===== src/rtl/axi_lite_pkg.sv =====
// Shared types and constants for the AXI-Lite arbiter slice.
package axi_lite_pkg;

  typedef enum logic [1:0] {WR_IDLE, WR_FWD, WR_RESP} wr_state_t;
  typedef enum logic [1:0] {RD_IDLE, RD_ADDR, RD_DATA} rd_state_t;

  localparam logic [1:0] RESP_OKAY   = 2'b00;
  localparam logic [1:0] RESP_SLVERR = 2'b10;

endpackage


===== src/rtl/axi_lite_if.sv =====
// AXI-Lite bundle. A transfer on any channel happens on a rising edge where valid
// and ready are both high; valid, once raised, holds with stable payload until then.
interface axi_lite_if #(
  parameter int ADDR_W = 32,
  parameter int DATA_W = 32
);
  logic [ADDR_W-1:0]   aw_addr;
  logic                aw_valid;
  logic                aw_ready;
  logic [DATA_W-1:0]   w_data;
  logic [DATA_W/8-1:0] w_strb;
  logic                w_valid;
  logic                w_ready;
  logic [1:0]          b_resp;
  logic                b_valid;
  logic                b_ready;
  logic [ADDR_W-1:0]   ar_addr;
  logic                ar_valid;
  logic                ar_ready;
  logic [DATA_W-1:0]   r_data;
  logic [1:0]          r_resp;
  logic                r_valid;
  logic                r_ready;

  modport master (
    output aw_addr, aw_valid, w_data, w_strb, w_valid, b_ready, ar_addr, ar_valid, r_ready,
    input  aw_ready, w_ready, b_resp, b_valid, ar_ready, r_data, r_resp, r_valid
  );

  modport slave (
    input  aw_addr, aw_valid, w_data, w_strb, w_valid, b_ready, ar_addr, ar_valid, r_ready,
    output aw_ready, w_ready, b_resp, b_valid, ar_ready, r_data, r_resp, r_valid
  );
endinterface


===== src/rtl/rr_arb2.sv =====
// Two-way round-robin pick: on a tie the requester that did not win last time wins.
module rr_arb2 (
  input  logic [1:0] req,
  input  logic       last,
  output logic       gnt
);
  always_comb begin
    gnt = 1'b0;
    if (req == 2'b11) gnt = ~last;
    else if (req[1])  gnt = 1'b1;
  end
endmodule


===== src/rtl/axi_lite_arbiter_2x1.sv =====
// Shares one AXI-Lite slave between two masters; write and read paths are arbitrated
// independently, each with a single outstanding transaction.
module axi_lite_arbiter_2x1
  import axi_lite_pkg::*;
#(
  parameter int ADDR_W = 32,
  parameter int DATA_W = 32
) (
  input  logic      clk,
  input  logic      rst,
  axi_lite_if.slave  up0,
  axi_lite_if.slave  up1,
  axi_lite_if.master dn,
  output wr_state_t wr_state_o,
  output rd_state_t rd_state_o
);

  wr_state_t wr_state_q, wr_state_d;
  rd_state_t rd_state_q, rd_state_d;
  logic wgnt_q, wgnt_d, wlast_q, wlast_d;
  logic aw_done_q, aw_done_d, w_done_q, w_done_d;
  logic rgnt_q, rgnt_d, rlast_q, rlast_d;
  logic wr_arb_gnt, rd_arb_gnt;

  logic [ADDR_W-1:0]   sel_aw_addr, sel_ar_addr;
  logic [DATA_W-1:0]   sel_w_data;
  logic [DATA_W/8-1:0] sel_w_strb;
  logic sel_aw_valid, sel_w_valid, sel_b_ready, sel_ar_valid, sel_r_ready;
  logic aw_fire, w_fire, b_fire, ar_fire, r_fire;

  rr_arb2 u_wr_arb (.req({up1.aw_valid, up0.aw_valid}), .last(wlast_q), .gnt(wr_arb_gnt));
  rr_arb2 u_rd_arb (.req({up1.ar_valid, up0.ar_valid}), .last(rlast_q), .gnt(rd_arb_gnt));

  always_comb begin
    sel_aw_addr  = wgnt_q ? up1.aw_addr  : up0.aw_addr;
    sel_aw_valid = wgnt_q ? up1.aw_valid : up0.aw_valid;
    sel_w_data   = wgnt_q ? up1.w_data   : up0.w_data;
    sel_w_strb   = wgnt_q ? up1.w_strb   : up0.w_strb;
    sel_w_valid  = wgnt_q ? up1.w_valid  : up0.w_valid;
    sel_b_ready  = wgnt_q ? up1.b_ready  : up0.b_ready;
    sel_ar_addr  = rgnt_q ? up1.ar_addr  : up0.ar_addr;
    sel_ar_valid = rgnt_q ? up1.ar_valid : up0.ar_valid;
    sel_r_ready  = rgnt_q ? up1.r_ready  : up0.r_ready;
  end

  // AW and W are masked independently once accepted, so either may finish first.
  assign aw_fire = (wr_state_q == WR_FWD) && sel_aw_valid && !aw_done_q && dn.aw_ready;
  assign w_fire  = (wr_state_q == WR_FWD) && sel_w_valid && !w_done_q && dn.w_ready;
  assign b_fire  = (wr_state_q == WR_RESP) && dn.b_valid && sel_b_ready;
  assign ar_fire = (rd_state_q == RD_ADDR) && sel_ar_valid && dn.ar_ready;
  assign r_fire  = (rd_state_q == RD_DATA) && dn.r_valid && sel_r_ready;

  always_ff @(posedge clk) begin
    if (rst) begin
      wr_state_q <= WR_IDLE;
      wgnt_q     <= 1'b0;
      wlast_q    <= 1'b1;
      aw_done_q  <= 1'b0;
      w_done_q   <= 1'b0;
      rd_state_q <= RD_IDLE;
      rgnt_q     <= 1'b0;
      rlast_q    <= 1'b1;
    end else begin
      wr_state_q <= wr_state_d;
      wgnt_q     <= wgnt_d;
      wlast_q    <= wlast_d;
      aw_done_q  <= aw_done_d;
      w_done_q   <= w_done_d;
      rd_state_q <= rd_state_d;
      rgnt_q     <= rgnt_d;
      rlast_q    <= rlast_d;
    end
  end

  always_comb begin
    wr_state_d   = wr_state_q;
    wgnt_d       = wgnt_q;
    wlast_d      = wlast_q;
    aw_done_d    = aw_done_q | aw_fire;
    w_done_d     = w_done_q | w_fire;
    dn.aw_addr   = '0;
    dn.aw_valid  = 1'b0;
    dn.w_data    = '0;
    dn.w_strb    = '0;
    dn.w_valid   = 1'b0;
    dn.b_ready   = 1'b0;
    up0.aw_ready = 1'b0;
    up0.w_ready  = 1'b0;
    up0.b_resp   = 2'b00;
    up0.b_valid  = 1'b0;
    up1.aw_ready = 1'b0;
    up1.w_ready  = 1'b0;
    up1.b_resp   = 2'b00;
    up1.b_valid  = 1'b0;
    case (wr_state_q)
      WR_IDLE: begin
        if (up0.aw_valid || up1.aw_valid) begin
          wgnt_d     = wr_arb_gnt;
          wr_state_d = WR_FWD;
        end
      end
      WR_FWD: begin
        dn.aw_addr  = sel_aw_addr;
        dn.aw_valid = sel_aw_valid & ~aw_done_q;
        dn.w_data   = sel_w_data;
        dn.w_strb   = sel_w_strb;
        dn.w_valid  = sel_w_valid & ~w_done_q;
        if (wgnt_q) begin
          up1.aw_ready = dn.aw_ready & ~aw_done_q;
          up1.w_ready  = dn.w_ready & ~w_done_q;
        end else begin
          up0.aw_ready = dn.aw_ready & ~aw_done_q;
          up0.w_ready  = dn.w_ready & ~w_done_q;
        end
        if (aw_done_d && w_done_d) wr_state_d = WR_RESP;
      end
      WR_RESP: begin
        dn.b_ready = sel_b_ready;
        if (wgnt_q) begin
          up1.b_resp  = dn.b_resp;
          up1.b_valid = dn.b_valid;
        end else begin
          up0.b_resp  = dn.b_resp;
          up0.b_valid = dn.b_valid;
        end
        if (b_fire) begin
          wlast_d    = wgnt_q;
          aw_done_d  = 1'b0;
          w_done_d   = 1'b0;
          wr_state_d = WR_IDLE;
        end
      end
      default: wr_state_d = WR_IDLE;
    endcase
  end

  always_comb begin
    rd_state_d   = rd_state_q;
    rgnt_d       = rgnt_q;
    rlast_d      = rlast_q;
    dn.ar_addr   = '0;
    dn.ar_valid  = 1'b0;
    dn.r_ready   = 1'b0;
    up0.ar_ready = 1'b0;
    up0.r_data   = '0;
    up0.r_resp   = 2'b00;
    up0.r_valid  = 1'b0;
    up1.ar_ready = 1'b0;
    up1.r_data   = '0;
    up1.r_resp   = 2'b00;
    up1.r_valid  = 1'b0;
    case (rd_state_q)
      RD_IDLE: begin
        if (up0.ar_valid || up1.ar_valid) begin
          rgnt_d     = rd_arb_gnt;
          rd_state_d = RD_ADDR;
        end
      end
      RD_ADDR: begin
        dn.ar_addr  = sel_ar_addr;
        dn.ar_valid = sel_ar_valid;
        if (rgnt_q) up1.ar_ready = dn.ar_ready;
        else        up0.ar_ready = dn.ar_ready;
        if (ar_fire) rd_state_d = RD_DATA;
      end
      RD_DATA: begin
        dn.r_ready = sel_r_ready;
        if (rgnt_q) begin
          up1.r_data  = dn.r_data;
          up1.r_resp  = dn.r_resp;
          up1.r_valid = dn.r_valid;
        end else begin
          up0.r_data  = dn.r_data;
          up0.r_resp  = dn.r_resp;
          up0.r_valid = dn.r_valid;
        end
        if (r_fire) begin
          rlast_d    = rgnt_q;
          rd_state_d = RD_IDLE;
        end
      end
      default: rd_state_d = RD_IDLE;
    endcase
  end

  assign wr_state_o = wr_state_q;
  assign rd_state_o = rd_state_q;

endmodule


===== src/flat_wrapper.sv =====
// flat-port wrapper written by rule: the top's interface ports become plain ports
module axi_lite_arbiter_2x1_flat import axi_lite_pkg::*;
#(
  parameter int ADDR_W = 32,
  parameter int DATA_W = 32
)
  (clk, rst, wr_state_o, rd_state_o, up0_aw_addr, up0_aw_valid, up0_w_data, up0_w_strb, up0_w_valid, up0_b_ready, up0_ar_addr, up0_ar_valid, up0_r_ready, up0_aw_ready, up0_w_ready, up0_b_resp, up0_b_valid, up0_ar_ready, up0_r_data, up0_r_resp, up0_r_valid, up1_aw_addr, up1_aw_valid, up1_w_data, up1_w_strb, up1_w_valid, up1_b_ready, up1_ar_addr, up1_ar_valid, up1_r_ready, up1_aw_ready, up1_w_ready, up1_b_resp, up1_b_valid, up1_ar_ready, up1_r_data, up1_r_resp, up1_r_valid, dn_aw_addr, dn_aw_valid, dn_w_data, dn_w_strb, dn_w_valid, dn_b_ready, dn_ar_addr, dn_ar_valid, dn_r_ready, dn_aw_ready, dn_w_ready, dn_b_resp, dn_b_valid, dn_ar_ready, dn_r_data, dn_r_resp, dn_r_valid);
  axi_lite_if #(.ADDR_W(ADDR_W), .DATA_W(DATA_W)) up0_i ();
  axi_lite_if #(.ADDR_W(ADDR_W), .DATA_W(DATA_W)) up1_i ();
  axi_lite_if #(.ADDR_W(ADDR_W), .DATA_W(DATA_W)) dn_i ();
  input  logic clk;
  input  logic rst;
  output wr_state_t wr_state_o;
  output rd_state_t rd_state_o;
  input wire logic [$bits(up0_i.aw_addr)-1:0] up0_aw_addr;
  input wire logic [$bits(up0_i.aw_valid)-1:0] up0_aw_valid;
  input wire logic [$bits(up0_i.w_data)-1:0] up0_w_data;
  input wire logic [$bits(up0_i.w_strb)-1:0] up0_w_strb;
  input wire logic [$bits(up0_i.w_valid)-1:0] up0_w_valid;
  input wire logic [$bits(up0_i.b_ready)-1:0] up0_b_ready;
  input wire logic [$bits(up0_i.ar_addr)-1:0] up0_ar_addr;
  input wire logic [$bits(up0_i.ar_valid)-1:0] up0_ar_valid;
  input wire logic [$bits(up0_i.r_ready)-1:0] up0_r_ready;
  output wire logic [$bits(up0_i.aw_ready)-1:0] up0_aw_ready;
  output wire logic [$bits(up0_i.w_ready)-1:0] up0_w_ready;
  output wire logic [$bits(up0_i.b_resp)-1:0] up0_b_resp;
  output wire logic [$bits(up0_i.b_valid)-1:0] up0_b_valid;
  output wire logic [$bits(up0_i.ar_ready)-1:0] up0_ar_ready;
  output wire logic [$bits(up0_i.r_data)-1:0] up0_r_data;
  output wire logic [$bits(up0_i.r_resp)-1:0] up0_r_resp;
  output wire logic [$bits(up0_i.r_valid)-1:0] up0_r_valid;
  input wire logic [$bits(up1_i.aw_addr)-1:0] up1_aw_addr;
  input wire logic [$bits(up1_i.aw_valid)-1:0] up1_aw_valid;
  input wire logic [$bits(up1_i.w_data)-1:0] up1_w_data;
  input wire logic [$bits(up1_i.w_strb)-1:0] up1_w_strb;
  input wire logic [$bits(up1_i.w_valid)-1:0] up1_w_valid;
  input wire logic [$bits(up1_i.b_ready)-1:0] up1_b_ready;
  input wire logic [$bits(up1_i.ar_addr)-1:0] up1_ar_addr;
  input wire logic [$bits(up1_i.ar_valid)-1:0] up1_ar_valid;
  input wire logic [$bits(up1_i.r_ready)-1:0] up1_r_ready;
  output wire logic [$bits(up1_i.aw_ready)-1:0] up1_aw_ready;
  output wire logic [$bits(up1_i.w_ready)-1:0] up1_w_ready;
  output wire logic [$bits(up1_i.b_resp)-1:0] up1_b_resp;
  output wire logic [$bits(up1_i.b_valid)-1:0] up1_b_valid;
  output wire logic [$bits(up1_i.ar_ready)-1:0] up1_ar_ready;
  output wire logic [$bits(up1_i.r_data)-1:0] up1_r_data;
  output wire logic [$bits(up1_i.r_resp)-1:0] up1_r_resp;
  output wire logic [$bits(up1_i.r_valid)-1:0] up1_r_valid;
  output wire logic [$bits(dn_i.aw_addr)-1:0] dn_aw_addr;
  output wire logic [$bits(dn_i.aw_valid)-1:0] dn_aw_valid;
  output wire logic [$bits(dn_i.w_data)-1:0] dn_w_data;
  output wire logic [$bits(dn_i.w_strb)-1:0] dn_w_strb;
  output wire logic [$bits(dn_i.w_valid)-1:0] dn_w_valid;
  output wire logic [$bits(dn_i.b_ready)-1:0] dn_b_ready;
  output wire logic [$bits(dn_i.ar_addr)-1:0] dn_ar_addr;
  output wire logic [$bits(dn_i.ar_valid)-1:0] dn_ar_valid;
  output wire logic [$bits(dn_i.r_ready)-1:0] dn_r_ready;
  input wire logic [$bits(dn_i.aw_ready)-1:0] dn_aw_ready;
  input wire logic [$bits(dn_i.w_ready)-1:0] dn_w_ready;
  input wire logic [$bits(dn_i.b_resp)-1:0] dn_b_resp;
  input wire logic [$bits(dn_i.b_valid)-1:0] dn_b_valid;
  input wire logic [$bits(dn_i.ar_ready)-1:0] dn_ar_ready;
  input wire logic [$bits(dn_i.r_data)-1:0] dn_r_data;
  input wire logic [$bits(dn_i.r_resp)-1:0] dn_r_resp;
  input wire logic [$bits(dn_i.r_valid)-1:0] dn_r_valid;
  assign up0_i.aw_addr = up0_aw_addr;
  assign up0_i.aw_valid = up0_aw_valid;
  assign up0_i.w_data = up0_w_data;
  assign up0_i.w_strb = up0_w_strb;
  assign up0_i.w_valid = up0_w_valid;
  assign up0_i.b_ready = up0_b_ready;
  assign up0_i.ar_addr = up0_ar_addr;
  assign up0_i.ar_valid = up0_ar_valid;
  assign up0_i.r_ready = up0_r_ready;
  assign up0_aw_ready = up0_i.aw_ready;
  assign up0_w_ready = up0_i.w_ready;
  assign up0_b_resp = up0_i.b_resp;
  assign up0_b_valid = up0_i.b_valid;
  assign up0_ar_ready = up0_i.ar_ready;
  assign up0_r_data = up0_i.r_data;
  assign up0_r_resp = up0_i.r_resp;
  assign up0_r_valid = up0_i.r_valid;
  assign up1_i.aw_addr = up1_aw_addr;
  assign up1_i.aw_valid = up1_aw_valid;
  assign up1_i.w_data = up1_w_data;
  assign up1_i.w_strb = up1_w_strb;
  assign up1_i.w_valid = up1_w_valid;
  assign up1_i.b_ready = up1_b_ready;
  assign up1_i.ar_addr = up1_ar_addr;
  assign up1_i.ar_valid = up1_ar_valid;
  assign up1_i.r_ready = up1_r_ready;
  assign up1_aw_ready = up1_i.aw_ready;
  assign up1_w_ready = up1_i.w_ready;
  assign up1_b_resp = up1_i.b_resp;
  assign up1_b_valid = up1_i.b_valid;
  assign up1_ar_ready = up1_i.ar_ready;
  assign up1_r_data = up1_i.r_data;
  assign up1_r_resp = up1_i.r_resp;
  assign up1_r_valid = up1_i.r_valid;
  assign dn_aw_addr = dn_i.aw_addr;
  assign dn_aw_valid = dn_i.aw_valid;
  assign dn_w_data = dn_i.w_data;
  assign dn_w_strb = dn_i.w_strb;
  assign dn_w_valid = dn_i.w_valid;
  assign dn_b_ready = dn_i.b_ready;
  assign dn_ar_addr = dn_i.ar_addr;
  assign dn_ar_valid = dn_i.ar_valid;
  assign dn_r_ready = dn_i.r_ready;
  assign dn_i.aw_ready = dn_aw_ready;
  assign dn_i.w_ready = dn_w_ready;
  assign dn_i.b_resp = dn_b_resp;
  assign dn_i.b_valid = dn_b_valid;
  assign dn_i.ar_ready = dn_ar_ready;
  assign dn_i.r_data = dn_r_data;
  assign dn_i.r_resp = dn_r_resp;
  assign dn_i.r_valid = dn_r_valid;
  axi_lite_arbiter_2x1 #(.ADDR_W(ADDR_W), .DATA_W(DATA_W)) u_core (.clk(clk), .rst(rst), .up0(up0_i), .up1(up1_i), .dn(dn_i), .wr_state_o(wr_state_o), .rd_state_o(rd_state_o));
endmodule

===== config.mk =====
export PLATFORM = sky130hd
export DESIGN_NAME = axi_lite_arbiter_2x1_flat
export DESIGN_NICKNAME = d
export VERILOG_FILES = /design/src/rtl/axi_lite_pkg.sv /design/src/rtl/axi_lite_if.sv /design/src/rtl/rr_arb2.sv /design/src/rtl/axi_lite_arbiter_2x1.sv /design/src/flat_wrapper.sv
export SDC_FILE = /design/constraint.sdc
export NUM_CORES = 1
export LEC_CHECK = 0
export ABC_AREA = 1
export ABC_CLOCK_PERIOD_IN_PS = 1300
export BUFFER_PORTS_ARGS = -buffer_cell sky130_fd_sc_hd__buf_2
export CORE_AREA = 10 10 163 165
export CTS_BUF_LIST = sky130_fd_sc_hd__clkbuf_2 sky130_fd_sc_hd__clkbuf_4 sky130_fd_sc_hd__clkbuf_8
export CTS_CLUSTER_SIZE = 30
export DETAILED_ROUTE_END_ITERATION = 8
export DIE_AREA = 0 0 173 175
export GPL_TIMING_DRIVEN = 0
export SYNTH_ARGS = -nofsm -noshare
export SYNTH_HDL_FRONTEND = slang
export SYNTH_SLANG_ARGS = --single-unit
export TNS_END_PERCENT = 10

===== constraint.sdc =====
create_clock -name clk -period 1.3 [get_ports clk]
set_input_delay 0.065 -clock clk [delete_from_list [all_inputs] [get_ports clk]]
set_output_delay 0.065 -clock clk [all_outputs]
set_load 0.05 [all_outputs]

# After elaboration in Yosys (flattened, before gate mapping)
# Index checks and enable logic that the tools add are counted.
[word_totals] register_bits=10 input_bits=253 out_inout_bits=191 elab_cells=121
[op_classes] n_eq_ne=12 n_mux=66 n_bitwise=10 reduce_logical=25
[op_table] operator="32-bit 2-to-1 mux" count=10
[op_table] operator="1-bit 2-to-1 mux" count=38
[op_table] operator="2-bit 2-to-1 mux" count=14
[op_table] operator="1-bit logical AND" count=13
[op_table] operator="2-bit case mux with 3 select lines" count=2
[op_table] operator="2-bit by 1-bit inequality test with 1-bit output (second input constant)" count=5
[op_table] operator="2-bit equality test (second input constant)" count=4
[op_table] operator="4-bit 2-to-1 mux" count=2
[op_table] operator="2-bit AND reduction" count=4
[op_table] operator="3-bit AND reduction" count=2
[op_table] operator="1-bit AND" count=4
[op_table] operator="2-bit by 1-bit equality test with 1-bit output (second input constant)" count=2
[op_table] operator="2-bit logical NOT" count=2
[op_table] operator="1-bit NOT" count=4
[op_table] operator="1-bit logical NOT" count=2
[op_table] operator="1-bit logical OR" count=2
[op_table] operator="2-bit inequality test (second input constant)" count=1
[op_table] operator="1-bit bitwise OR" count=2

# Depth between registers and ports, before layout
# Gate-level depths: netlist (run 1).
[logic_depth] word_depth=8 depth_mapped=10 depth_no_buf=9

# Cells and area by module
# A second synthesis (run 1) with hierarchy kept.
[hier_totals] hier_cells=556 area_unflattened_um2=2593.7
[modules_own_cells] module="axi_lite_arbiter_2x1" n_inst=1 cells_per_inst=552 area_per_inst_um2=2568.7 seq_area_each_um2=200.2
[modules_own_cells] module="rr_arb2" n_inst=2 cells_per_inst=2 area_per_inst_um2=12.5 seq_area_each_um2=0.0

# Worst setup path after synthesis (run 1)
# Ideal clock, no wire load.
[synth_path] kind="flip-flop to flip-flop" start="register u_core.rd_state_q[0] (netlist: u_core.rd_state_o[0])" end="register u_core.rd_state_q[0] (netlist: u_core.rd_state_o[0])" setup_time_ps=123 t_arrival_ps=2089 t_required_ps=1177 slack_ps=-912 path_stages_with_launch=6 period_less_slack_ps=2212 path_cell_list="dfxtp_1 -> nand2_1 -> a21oi_1 -> nand2_1 -> nand3_1 -> a21oi_1"
[synth_between] elab_chain_cells=5
[synth_rtl] element="from (decl)" line_no="axi_lite_arbiter_2x1.sv:19" text="rd_state_t rd_state_q, rd_state_d;"
[synth_rtl] element="from (signal assigned)" line_no="axi_lite_arbiter_2x1.sv:69" text="rd_state_q <= rd_state_d;"
[synth_rtl] element="2-bit by 1-bit equality test with 1-bit output or 2-bit equality test (tied branches)" line_no="axi_lite_arbiter_2x1.sv:50, axi_lite_arbiter_2x1.sv:152, axi_lite_arbiter_2x1.sv:51"
[synth_rtl] element="1-bit logical AND (on tied branches) (2 in a row)" line_no="axi_lite_arbiter_2x1.sv:50, axi_lite_arbiter_2x1.sv:51"
[synth_rtl] element="2-bit by 1-bit inequality test with 1-bit output (no source line)"
[synth_rtl] element="3-bit AND reduction (no source line)"
# Parallel ways exist; a longest one is shown, timed or not.
# A chain may end at the register's enable or synchronous reset.

# Final worst setup path (run 1)
[layout_path] start="register u_core.rd_state_q[0] (netlist: u_core.rd_state_o[0])" end="output up0_r_data[12]"
[layout_between] elab_chain_cells=2
[layout_rtl] element="2-bit equality test" line_no="axi_lite_arbiter_2x1.sv:152" text="case (rd_state_q)"
[layout_rtl] element="32-bit 2-to-1 mux" line_no="axi_lite_arbiter_2x1.sv:152"
[layout_rtl] element="to (decl)" line_no="flat_wrapper.sv:29" text="output wire logic [$bits(up0_i.r_data)-1:0] up0_r_data;"
# No other way between the ends.

==> results of run 1 <==
[worst max-delay path, cell delays in order (launching register included)]
cell	delay [ns]
dfxtp_4	0.38
nor2_4	0.14
buf_12	0.14
nand2_8	0.08
buf_8	0.18
nor2_4	0.12
buf_6	0.16
[final timing paths]
| check | start | endpoint | slack (ns) | cells after the start |
|---|---|---|---|---|
| min | rst | u_core.rgnt_q | 0.10 | 2 |
| max reg2reg | u_core.rd_state_o[0] | u_core.rlast_q | -0.03 | 7 |
| max | u_core.rd_state_o[0] | up0_r_data[12] | -0.21 | 6 |
| min reg2reg | u_core.rlast_q | u_core.rlast_q | 0.48 | 2 |
[final cells by class]
class / instances / area, µm² / area share, %
timing repair buffer: 468 / 3930 / 42.0
multi-input combinational: 457 / 3810 / 40.8
buffer: 40 / 727 / 7.78
tap: 319 / 399 / 4.27
sequential: 10 / 220 / 2.36
inverter: 49 / 204 / 2.18
clock buffer: 4 / 55.1 / 0.589
antenna: 1 / 2.50 / 0.0268
[metal layers]
| layer | track usage (%) | part of all wire, % |
|---|---|---|
| met5 | 0 | 0.14 |
| met4 | 3.52 | 2.1 |
| met3 | 5.60 | 8.8 |
| met2 | 29.2 | 54 |
| met1 | 14.6 | 35 |
[what timing repair did]
item,CTS,global route
resized for setup,509,111
pin swaps,5,12
setup endpoints to repair,190,190
buffers inserted,11,8
gates cloned,4,3
[power by group through the flow]
stage          Combinational (mW)  Sequential [mW]  Clock, mW
2_1_floorplan                3.62            0.442          0
3_3_place_gp                 4.89            0.383          0
3_5_place_dp                 4.92            0.384          0
4_1_cts                      6.12            0.390      0.410
5_1_grt                      6.59            0.396      0.426
6_report                     6.30            0.392      0.399
[cells in the final DEF (no fill, tap or decap), types with 3 or more instances in the layout]
cell type,netlist,routed
dfxtp_4,0,5
clkbuf_16,0,12
nand2_1,243,197
nand2_4,0,3
nor2_4,0,73
a21oi_1,109,7
buf_6,3,135
buf_12,0,14
buf_8,0,72
inv_1,46,43
nor2_2,2,11
nand2_2,1,42
buf_4,0,14
a21oi_4,0,99
nor2_1,86,4
nand2_8,0,3
clkbuf_8,0,6
a21oi_2,1,4
buf_2,25,257
dfxtp_1,10,4
nand3_1,6,4
[state kept, by name (all words and copies together) (netlist names)]
register and flops:
u_core.aw_done_q 1, u_core.rd_state_o 2, u_core.rgnt_q 1, u_core.rlast_q 1
u_core.w_done_q 1, u_core.wgnt_q 1, u_core.wlast_q 1, u_core.wr_state_o 2
[stage by stage]
step	cell area (µm²)	instances	hold WS, ns	utilization [%]
4_1_cts	8790	1336	0.105	37.8
6_report	9350	1348	0.101	40.2
3_5_place_dp	6860	1317	0.357	29.5
5_1_grt	9340	1347	0.112	40.2
2_1_floorplan	4240	555	0.124	-
3_3_place_gp	6860	1317	0.353	29.5
[kinds of logic after synthesis]
logic type,share of synthesized area (%)
AO/OA/AOI/OAI,24.1
flip-flops,8.07
AND/OR/NAND/NOR,52.2
buffers and inverters,15.6
==> results.json, run 1 <==
{
  "hold_buffers": 0,
  "maxSlewHeadroom_pct": 80.7,
  "synth_flop_cell": "dfxtp_1",
  "hold_path.class": "primary input to flop",
  "synth_most_common_cell": "nand2_1",
  "numCtsBuffers": 3,
  "status": "finished, violations left",
  "comb_power_share_pct": 88.9,
  "yosys.area.top_type": "nand2_1",
  "critical_path_required_ns": 1.24,
  "yosysWarnings": 0,
  "start_util_pct": 10.7,
  "wl_per_cell_um": 18.6,
  "p_switching_mw": 4.08,
  "first_pass_iters": 4,
  "drt_iter0_drc": 150,
  "seq_power_share_pct": 5.5,
  "worst_slack_ns": -0.214,
  "grt_max_degree": 11,
  "antenna_found_initial": 4,
  "post-route-min-period_ns": 1.51,
  "first_global_vias": 6217,
  "worst_slew_pin_slew_ns": 0.292,
  "leakage_nw": 4.21,
  "ant_nets": 0,
  "via_count": 5549,
  "ys_top_cells_by_area": "nand2_1 37%, a21oi_1 22%, nor2_1 13%",
  "pin_count": 444,
  "grt_overflow": 0,
  "power.internal_mw": 3.01,
  "num_rows": 56,
  "cts-root-buf": "clkbuf_8",
  "synth_seq_cells": 10,
  "fillers": 2265,
  "core_um2": 23300,
  "drive_gt1_share_pct": 74.4,
  "ys_seq_area_share_pct": 8.07,
  "port_buffers": 443,
  "setup_tns_ns": -26.62,
  "syn-num-nets": 808,
  "clockPowerShare_pct": 5.6,
  "period_share_pct": 116,
  "wl_um": 25100,
  "nets": 1282,
  "power_density_nw_per_um2": 759,
  "grt.total_usage_pct": 15.0,
  "chipWidth_um": 173,
  "max_freq_mhz": 660,
  "synth_top_area_share_pct": 36.8,
  "synth_cells": 555,
  "avgViaCountPerCell": 4.12,
  "fin_skew_ns": 0.000482,
  "crit_type": "flop to output pin",
  "yosys-top-cells-count": "243 x nand2_1, 109 x a21oi_1, 86 x nor2_1",
  "setup_viol": 185,
  "dieArea_um2": 30300,
  "path_clk_slew_ns": 0.05,
  "synthArstFlopShare_pct": 0,
  "cp.arrival_ns": 1.45,
  "rsz0062_at_grt": "yes",
  "end_kind": "output pin",
  "synth.avg_cell_area_um2": 4.47,
  "dp_slack_ns": -0.413,
  "hold_viol": 0,
  "clock-sinks": 10,
  "hpwl_um": 20400,
  "tritoncts": "done",
  "yosys.cell_types.count": 19,
  "startpoint_type": "flop",
  "clockBufferDepth": 2,
  "max_cap_viol_count": 0,
  "cp_max_fo": 10,
  "total_power_mw": 7.09,
  "synthToLayoutAreaGrowth_pct": 277,
  "slew_violations": 0,
  "insertion_delay_ns": 0.24,
  "drc": 0,
  "die-height_um": 175,
  "p_sw_share_pct": 57.6,
  "synth_edf_count": 0,
  "grt_pass1_wl_um": 36500,
  "globalplace.congestion": 0.854,
  "cts_max_level": 1,
  "synth_area_um2": 2480,
  "failed_checks": "setup timing",
  "max-vdd-ir-drop_v": 0.000389
}
(Power assumes the default switching activity.)
==> run 2, diff against run 1 <==
--- a/config.mk
+++ b/config.mk
@@ -6,13 +6,14 @@
 export NUM_CORES = 1
 export LEC_CHECK = 0
 export ABC_AREA = 1
-export ABC_CLOCK_PERIOD_IN_PS = 1300
+export ABC_CLOCK_PERIOD_IN_PS = 1400
 export BUFFER_PORTS_ARGS = -buffer_cell sky130_fd_sc_hd__buf_2
 export CORE_AREA = 10 10 163 165
 export CTS_BUF_LIST = sky130_fd_sc_hd__clkbuf_2 sky130_fd_sc_hd__clkbuf_4 sky130_fd_sc_hd__clkbuf_8
 export CTS_CLUSTER_SIZE = 30
 export DETAILED_ROUTE_END_ITERATION = 8
 export DIE_AREA = 0 0 173 175
+export GPL_ROUTABILITY_DRIVEN = 0
 export GPL_TIMING_DRIVEN = 0
 export SYNTH_ARGS = -nofsm -noshare
 export SYNTH_HDL_FRONTEND = slang
==> constraint.sdc (replaced) <==
create_clock -name clk -period 1.4 [get_ports clk]
set_input_delay 0.07 -clock clk [delete_from_list [all_inputs] [get_ports clk]]
set_output_delay 0.07 -clock clk [all_outputs]
set_load 0.05 [all_outputs]
==> results.json, run 2 (synthesis results as in run 1) <==
{
  "mostFrequentLayoutCells": "257 x buf_2, 226 x nand2_1, 123 x buf_6",
  "failed_checks": "setup timing",
  "worst_slack_ns": -0.156,
  "drc": 0,
  "critical_path_required_ns": 1.33,
  "antenna_cells": 0,
  "port_buffers": 443,
  "crit_type": "flop to output pin",
  "chipWidth_um": 173,
  "critPathLaunch": "u_core.rd_state_o[1]",
  "power_density_nw_per_um2": 710,
  "cts-root-buf": "clkbuf_8",
  "dieArea_um2": 30300,
  "via_count": 5552,
  "place_inst": 1317,
  "dp_slack_ns": -0.307,
  "num_rows": 56,
  "post-route-min-period_ns": 1.56,
  "drive_gt1_share_pct": 71.1,
  "cp.arrival_ns": 1.49,
  "period_share_pct": 111,
  "total_power_mw": 6.53,
  "tritoncts": "done",
  "grt_pass1_wl_um": 36000,
  "wl_um": 25100,
  "clockBufferDepth": 2,
  "core_um2": 23300,
  "hold_path.class": "primary input to flop",
  "multi_input_area_um2": 3620,
  "grt.total_usage_pct": 15.0,
  "maxSlewHeadroom_pct": 80.4,
  "rsz0062_at_grt": "yes",
  "hpwl_um": 20300,
  "drt_iter0_drc": 160,
  "ant_nets": 0,
  "clock-sinks": 10,
  "path_clk_slew_ns": 0.05,
  "startpoint_type": "flop",
  "final_util_pct": 39.5,
  "hp-start": "rst",
  "nets": 1281,
  "hold_buffers": 0,
  "reg2reg_from": "u_core.rd_state_o[1]",
  "r2r_slack_ns": 0.04,
  "fillers": 2309,
  "insertion_delay_ns": 0.24,
  "final_common_cell": "buf_2",
  "pin_count": 444,
  "worst_slew_pin_slew_ns": 0.296,
  "start_util_pct": 10.7,
  "grt_overflow": 0,
  "register_area_um2": 215,
  "cts_max_level": 1,
  "synthToLayoutAreaGrowth_pct": 270,
  "setup_tns_ns": -13.01,
  "status": "finished, violations left",
  "numCtsBuffers": 3,
  "max_freq_mhz": 642,
  "first_pass_iters": 4,
  "final_cells": 1346,
  "end_kind": "output pin",
  "grt_max_degree": 14,
  "leakage_nw": 4.24,
  "wl_per_cell_um": 18.6,
  "setup_viol": 171,
  "avgViaCountPerCell": 4.12,
  "antenna_found_initial": 1,
  "die-height_um": 175,
  "first_global_vias": 6107,
  "max_cap_viol_count": 0,
  "max-vdd-ir-drop_v": 0.000332,
  "slew_violations": 0,
  "cp_max_fo": 5,
  "fin_skew_ns": 0.000238,
  "hold_viol": 0
}
## run 2: changes by cell type in the layout (fill, tap and decap cells not counted), moves of 5 or more
cell / delta
nand2_1: +29
nand2_2: -32
a21oi_4: -8
nand2_4: +5
buf_8: +7
nor2_2: +6
buf_6: -12
nor2_4: -8
a21oi_2: +8
## run 2: repair_timing
item | in CTS | in global routing
pin swaps | 8 | 6
endpoints found under the setup margin | 185 | 187
resized for setup | 531 | 99
gates cloned | 9 | 3
buffers inserted | 13 | 0
## run 2: layout make-up
type	count	share of cell area, %
tap	319	4.34
sequential	10	2.34
multi-input combinational	457	39.4
buffer	40	7.71
timing repair buffer	467	43.5
inverter	49	2.11
clock buffer	4	0.599
## run 2: report_power, final
group          internal (mW)  switching, mW  leakage, nW
Sequential             0.318         0.0442       0.0850
Combinational           2.22           3.58         4.12
Clock                  0.248          0.121       0.0288
Total                   2.78           3.74         4.24
## run 2: final timing paths
| path | depth (start not counted) | to |
|---|---|---|
| worst min-delay path | 2 | u_core.rd_state_o[0] |
| worst min register to register | 2 | u_core.wlast_q |
| worst max-delay path | 7 | up0_r_data[23] |
| worst max register to register | 8 | u_core.rlast_q |
## run 2: metrics by stage
step                      cell area, µm²  hold WS, ns
final                               9190       0.0962
after CTS                           8740        0.105
after global routing                9190        0.117
after detailed placement            6570        0.367
after global placement              6570        0.364
after floorplan                     3950        0.129
## run 2: critical path: stages (launching register included)
cell and delay, ns:
dfxtp_4 0.36, inv_4 0.05, nor2_4 0.16, buf_12 0.14, nand2_8 0.09, clkbuf_16 0.19
nor2_4 0.09, buf_6 0.16
## run 2: per-layer routing
layer,part of all wire [%],vias to the layer above,track usage (%),routed length [µm]
li1,-,2661,-,-
met3,8.3,34,5.24,2090
met1,34,2545,14.4,8550
met5,0,-,0,0
met2,55,312,29.5,13800
met4,2.6,0,3.74,646
